[config.mk]
export PLATFORM = sky130hd
export DESIGN_NAME = transmitter
export DESIGN_NICKNAME = d
export VERILOG_FILES = /design/src/rtl/transmitter.sv
export SDC_FILE = /design/constraint.sdc
export NUM_CORES = 1
export LEC_CHECK = 0
export BUFFER_PORTS_ARGS = -buffer_cell sky130_fd_sc_hd__buf_2
export CORE_MARGIN = 2
export CORE_UTILIZATION = 64
export CTS_BUF_LIST = sky130_fd_sc_hd__clkbuf_2 sky130_fd_sc_hd__clkbuf_4 sky130_fd_sc_hd__clkbuf_8
export CTS_CLUSTER_DIAMETER = 50
export DETAILED_ROUTE_END_ITERATION = 8
export GPL_ROUTABILITY_DRIVEN = 0
export MAX_ROUTING_LAYER = met4
export PLACE_DENSITY = 0.95
export RECOVER_POWER = 50
export SLEW_MARGIN = 15
export SYNTH_ARGS = -nofsm -noshare
export SYNTH_HDL_FRONTEND = slang
export SYNTH_SLANG_ARGS = --single-unit
[constraint.sdc]
create_clock -name clk -period 4.5 [get_ports clk]
set_input_delay 0.45 -clock clk [delete_from_list [all_inputs] [get_ports clk]]
set_output_delay 0.45 -clock clk [all_outputs]
set_load 0.03 [all_outputs]
[src/rtl/transmitter.sv]
// Purpose: 8N1 UART transmit path; one-entry holding register feeding a shift register clocked by oversampling ticks.
// Latency: a byte loaded while idle starts its frame (txd falls) on the next clk edge; a frame lasts 10*OVERSAMPLE ticks.
// Backpressure: tbr=0 while the holding register is full; a tx_load seen with tbr=0 is dropped silently.
// Ports: clk/rst (async active-low) | t_enable tick | tx_load/tx_data byte in | txd line, tbr buffer empty, tx_busy frame active.
module transmitter #(
    parameter int OVERSAMPLE = 16
) (
    input  logic       clk,
    input  logic       rst,
    input  logic       t_enable,
    input  logic       tx_load,
    input  logic [7:0] tx_data,
    output logic       txd,
    output logic       tbr,
    output logic       tx_busy
);

    localparam int TW = (OVERSAMPLE > 1) ? $clog2(OVERSAMPLE) : 1;
    localparam logic [TW-1:0] TLAST = TW'(OVERSAMPLE - 1);

    typedef enum logic [1:0] {IDLE, START, DATA, STOP} state_t;

    state_t         state, state_nxt;
    logic [7:0]     hr, sr, sr_nxt;
    logic           full, full_nxt;
    logic [TW-1:0]  tcnt, tcnt_nxt;
    logic [2:0]     bitcnt, bitcnt_nxt;
    logic           txd_nxt;
    logic           bit_end;
    logic           take;

    always_comb begin
        state_nxt  = state;
        sr_nxt     = sr;
        tcnt_nxt   = tcnt;
        bitcnt_nxt = bitcnt;
        txd_nxt    = txd;
        take       = 1'b0;
        bit_end    = (state != IDLE) && t_enable && (tcnt == TLAST);

        if ((state != IDLE) && t_enable)
            tcnt_nxt = bit_end ? '0 : tcnt + TW'(1);

        case (state)
            IDLE: begin
                txd_nxt = 1'b1;
                // Hand-off from the holding register does not wait for a tick.
                if (full)
                    take = 1'b1;
            end
            START: begin
                if (bit_end) begin
                    state_nxt  = DATA;
                    bitcnt_nxt = 3'd0;
                    txd_nxt    = sr[0];
                end
            end
            DATA: begin
                if (bit_end) begin
                    if (bitcnt == 3'd7) begin
                        state_nxt = STOP;
                        txd_nxt   = 1'b1;
                    end else begin
                        bitcnt_nxt = bitcnt + 3'd1;
                        txd_nxt    = sr[bitcnt + 3'd1];
                    end
                end
            end
            STOP: begin
                if (bit_end) begin
                    // A waiting byte starts its START bit on the very edge the stop bit ends.
                    if (full) begin
                        take = 1'b1;
                    end else begin
                        state_nxt = IDLE;
                        txd_nxt   = 1'b1;
                    end
                end
            end
            default: state_nxt = IDLE;
        endcase

        if (take) begin
            state_nxt = START;
            sr_nxt    = hr;
            tcnt_nxt  = '0;
            txd_nxt   = 1'b0;
        end

        // take only happens with full=1, a load only lands with full=0, so they never collide.
        full_nxt = take ? 1'b0 : (full | tx_load);
    end

    always_ff @(posedge clk or negedge rst) begin
        if (!rst) begin
            state  <= IDLE;
            hr     <= 8'd0;
            sr     <= 8'd0;
            full   <= 1'b0;
            tcnt   <= '0;
            bitcnt <= 3'd0;
            txd    <= 1'b1;
        end else begin
            state  <= state_nxt;
            sr     <= sr_nxt;
            full   <= full_nxt;
            tcnt   <= tcnt_nxt;
            bitcnt <= bitcnt_nxt;
            txd    <= txd_nxt;
            if (tx_load && !full)
                hr <= tx_data;
        end
    end

    assign tbr     = !full;
    assign tx_busy = (state != IDLE);

endmodule

=== Yosys cells after proc, flatten, opt, wreduce, memory -nomap -nowiden ===
Cells that the tools add are included.

* Word-level logic and storage cells: 63
* Output and inout port bits: 3
* Register bits: 27

* Magnitude comparators: 1
* Add/subtract/negate cells: 2
* Equal/unequal tests: 13
* Muxes and demuxes: 27
* Reductions and logical operators: 12
* Bitwise logic cells: 1

{| class="wikitable"
|+ Operators by type and width
! cell !! number
|-
| 3-bit inequality test, second input constant || 5
|-
| 2-bit two-way mux || 6
|-
| 4-bit two-way mux || 3
|-
| 1-bit two-way mux || 10
|-
| 3-bit two-way mux || 3
|-
| 4-bit AND reduction || 2
|-
| 2-bit inequality test, second input constant || 3
|-
| 2-bit one-hot mux with 3 select lines || 1
|-
| 3-bit one-hot mux with 2 select lines || 1
|-
| 6-bit AND reduction || 1
|-
| 2-bit nonzero test || 3
|-
| 4-bit by 1-bit adder with 4-bit output, second input constant || 1
|-
| 2-bit equality test, second input constant || 2
|-
| 4-bit equality test, second input constant || 1
|-
| 3-bit by 4-bit < comparator with 1-bit output, second input constant || 1
|-
| 1-bit one-hot mux with 4 select lines || 1
|-
| 4-bit nonzero test || 1
|-
| 3-bit by 1-bit adder with 3-bit output, second input constant || 1
|-
| 1-bit binary-select mux with 3-bit select || 1
|-
| 3-bit equality test, second input constant || 1
|-
| 1-bit logical AND || 3
|-
| 2-bit by 1-bit equality test with 1-bit output, second input constant || 1
|-
| 2-bit zero test || 1
|-
| 1-bit one-hot mux with 2 select lines || 1
|-
| other kinds (2) || 2
|}

=== Logic depth before layout (Yosys ltp) ===
* Depth after elaboration: 7
* Depth in mapped cells: 8
* Depth with buffers taken out: 6

=== Worst setup path before layout ===
OpenSTA, ideal clock, no wires.

* Path type: register to register
* Start point: reg state[0]
* End point: reg sr[0]
* Data required time: 4.375 ns
* Slack: 2.689 ns
* Period minus slack after synthesis: 1.811 ns
* Cell stages (with the launch flop): 9
* Arrival time: 1.686 ns
* Library setup time: 0.125 ns
* Cells stage by stage: dfrtp_1 > inv_1 > ha_1 > inv_1 > o21ai_1 > and2_1 > buf_6 > buf_12 > mux2_4

* Longest elaborated chain between the ends: 5
* Elaborated cells on any way between the ends: 7
* Classes of those cells: eq/ne (1); mux (2); reduce/logical (4)

{| class="wikitable"
|+ RTL lines
! item !! RTL line !! RTL
|-
| start, declared || 23 || <nowiki>state_t state, state_nxt;</nowiki>
|-
| start signal, assigned || 104 || <nowiki>state <= state_nxt;</nowiki>
|-
| 2-bit nonzero test || -- ||
|-
| via tx_busy || 15 || <nowiki>output logic tx_busy</nowiki>
|-
| 1-bit logical AND (2 in a row) || 39 || <nowiki>bit_end = (state != IDLE) && t_enable && (tcnt == TLAST);</nowiki>
|-
| 1-bit two-way mux || 70 || <nowiki>if (bit_end) begin</nowiki>
|-
| 1-bit one-hot mux with 2 select lines || 44 || <nowiki>case (state)</nowiki>
|-
| end signal, assigned || 105 || <nowiki>sr <= sr_nxt;</nowiki>
|-
| end, declared || 24 || <nowiki>logic [7:0] hr, sr, sr_nxt;</nowiki>
|}

The timed path passes the listed nets, and every way through them passes these cells.
A chain may end at the register's enable or synchronous reset.

=== Worst setup path after layout ===
* Start point: reg state[0]
* End point: reg sr[3]

* Longest elaborated chain between the ends: 5
* Elaborated cells on any way between the ends: 7
* Classes of those cells: eq/ne (1); mux (2); reduce/logical (4)

{| class="wikitable"
|+ RTL lines
! item !! RTL line
|-
| 2-bit nonzero test || 39
|-
| 1-bit logical AND (2 in a row) || 39
|-
| 1-bit two-way mux || 70
|-
| 1-bit one-hot mux with 2 select lines * || 44
|}

Every way passes the cells marked *; elsewhere a longest branch is shown, timed or not.

==> metrics.txt <==
total congestion overflow=0; first-pass GRT wire length=4280 um; DR WL/cell=15.9 um; Max-Cap Viols=0; grt met2 use=35.3%; cells after synthesis=113; WL final=2450 um; status=finished clean; post-synthesis net count=133; post-synthesis adder-cell area fraction=7.10%; Post-synth EDFFs=0; I/O Pins=15; CTS buffer count=3; largest net degree at the start of global routing=28; Min-Delay Path Class=input port to flop; Total GRT Usage=22.6%; CTS sink count=27; Synth Area in XOR/XNOR=0.621%; share of Yosys cell area claimed by the top area cell type=46.1%; Finished Layout Cells=154; CP required=4720 ps; Tmin final=2040 ps; ANT cells=0; Layout Utilization=74.1%; Worst EP arrival=2260 ps; remaining antenna violation count after routing=0; Placed Instances=150; die height=50.9 um; Net Sw Power=327 uW; DRC Markers=0; Worst-path clk slew=140 ps; Synth cell types=37; synthesized area=0.00141 mm^2; ys flop type=dfrtp_1; Critical Path Source Type=flop; cts hold-fix bufs=0; vias per inst=6.18; TritonCTS clock tree=yes; vias=952; # setup viols final=0; fmax=489 MHz; Most Crowded Layer GR=met2; CTS Buffer Depth=2; Pint=571 uW; proportion of synthesized area in mux cells=19.3%; Initial Utilization=69.7%; area of the multi-input gates=672 um^2; initial antenna violation count=0; Avg Synthesized Cell Area=12.5 um^2; Compound-Gate Fraction of Synth Area=11.4%; core area=0.00202 mm^2; # fillers=136; Clock H-tree levels=1; DIE AREA=0.00259 mm^2; post-synthesis simple-gate area fraction=9.23%; switching share of power=36.4%; Clk Latency, worst-skew pair=310 ps; max-slew violations=0; # rows=16; DRT Pass-1 Iters=4; main area contributors after synthesis=dfrtp_1 46%, mux2_2 11%, ha_1 7.1%, mux2_4 4.3%, mux4_2 3.2%; final hold violation count=0; sequential cell area=677 um^2; post-CTS sizing=0; Final Worst Setup Slack=2460 ps; Yosys top cell by area=dfrtp_1; share of layout cells above drive strength 1=31.5%; vias in the first global route=932; Crit Path Class=flop to flop; VDD IR-drop max=414 uV; Slew Limit Headroom=8.27%; fraction of registers with async set/reset=100%; Layout Nets=148; Comb power frac=39.8%; PortBufs=14; Worst Clk Skew=4.02 ps; die width=50.9 um; Fin Setup TNS=0 ps; P_leak=0.000676 uW; Tcrit/Tclk final=45.4%; worst-margin pin slew=1380 ps; Worst Path Max Fanout=14; Hold Slack=355 ps; drt initial violations=12; Setup crit end kind=flop; Post-CTS Setup Bufs=0; grt met3 use=3.51%; M1 GR Usage=30.8%; synthesis-to-finish area growth=6.30%; worst slack at placement=2470 ps; largest family of logic cells by synthesized area=multiplexers; synth warn=0; RSZ-0062 raised after global routing=no; P per Cell Area=600 mW/mm^2; #FFs+latches synth=27; register area share after synthesis=48.0%; Root Buffer=clkbuf_4; Clock Power Share=12.0%; sequential power share=48.3%; Detailed Place HPWL=1810 um
==> layer usage <==
layer / up-vias / wire length [um]
met2: 35 / 1180
met3: 6 / 143
li1: 441 / -
met4: 0 / 51
met1: 470 / 1080
met5: - / 0
==> power groups by stage <==
stage               Sequential, uW  Combinational (uW)  Clock [uW]
CTS                            433                 360         111
floorplan                      420                 291           0
global route                   449                 401         118
global placement               425                 341           0
detailed placement             437                 357           0
finish                         434                 357         108
==> cell usage after synthesis (all sizes together) (2+ instances only) <==
cell type and count:
a22o 4, nor2b 3, mux4 2, buf 3
ha 8, dfrtp 26, nand2 7, o21ai 5
nor3 2, a21oi 6, inv 5, mux2 18
nor2 4, and2 2
==> sequential cells by signal, indices dropped and copies added, names as in the netlist <==
name,flops
bitcnt,3
full,1
hr,8
sr,8
state,2
tcnt,4
txd,1
==> path summary, 6_finish.rpt <==
kind	from	slack, ps	to	cells past startpoint
max in group asynchronous	rst	3280	sr[2]	1
min reg2reg	hr[4]	520	hr[4]	1
max reg2reg	state[0]	2460	sr[3]	5
min in group asynchronous	rst	420	bitcnt[1]	1
max	state[0]	2460	sr[3]	5
min	tx_data[5]	350	hr[5]	2
==> cell type report <==
class                           count  share of cell area [%]
Inverter                            5                    1.25
Clock buffer                        4                    2.00
Tap cell                           27                    2.25
Timing Repair Buffer               14                    4.51
Sequential cell                    27                    45.2
Multi-Input combinational cell     77                    44.8
==> logic make-up (layout without fill, tap and decap cells) <==
family | after synthesis | count (layout)
flops | 27 | 27
mux | 21 | 21
compound gates | 24 | 24
fa+ha+maj | 8 | 8
buf+inv | 9 | 23
simple gates | 23 | 23
xor+xnor | 1 | 1
==> stage by stage <==
stage               total power, uW  cell area [um^2]
floorplan                       711              1410
global placement                767              1470
detailed placement              794              1470
CTS                             905              1500
global route                    968              1500
finish                          899              1500
==> placed cells by master (no fill, tap or decap) <==
master and instances:
mux2i_1 1, buf_2 12, o31ai_1 1, a21oi_1 6
nor2b_1 3, and2_1 2, ha_1 8, o22ai_1 1
inv_1 5, mux2_4 4, nor2_1 3, mux2_2 14
nand2_1 7, dfrtp_1 26, xor2_1 1, nand4_1 1
a311oi_1 1, nand3_4 1, a31o_2 1, nand2b_1 1
dfstp_2 1, a21o_1 1, and4_1 1, a211oi_1 1
o21bai_1 1, clkbuf_1 2, o21ai_0 4, a22o_1 4
clkbuf_4 4, nor2_2 1, a22oi_1 1, mux4_2 2
a221oi_1 1, nor3_1 2, o21ai_1 1, nor4_1 1
==> worst max-delay path: stages, from the launching register on <==
cell and delay, ps:
dfrtp_1 450, inv_1 90, ha_1 310, nor2b_1 130
and2_1 550, mux2_2 410
No activity file was read; power rests on OpenSTA's default activity.
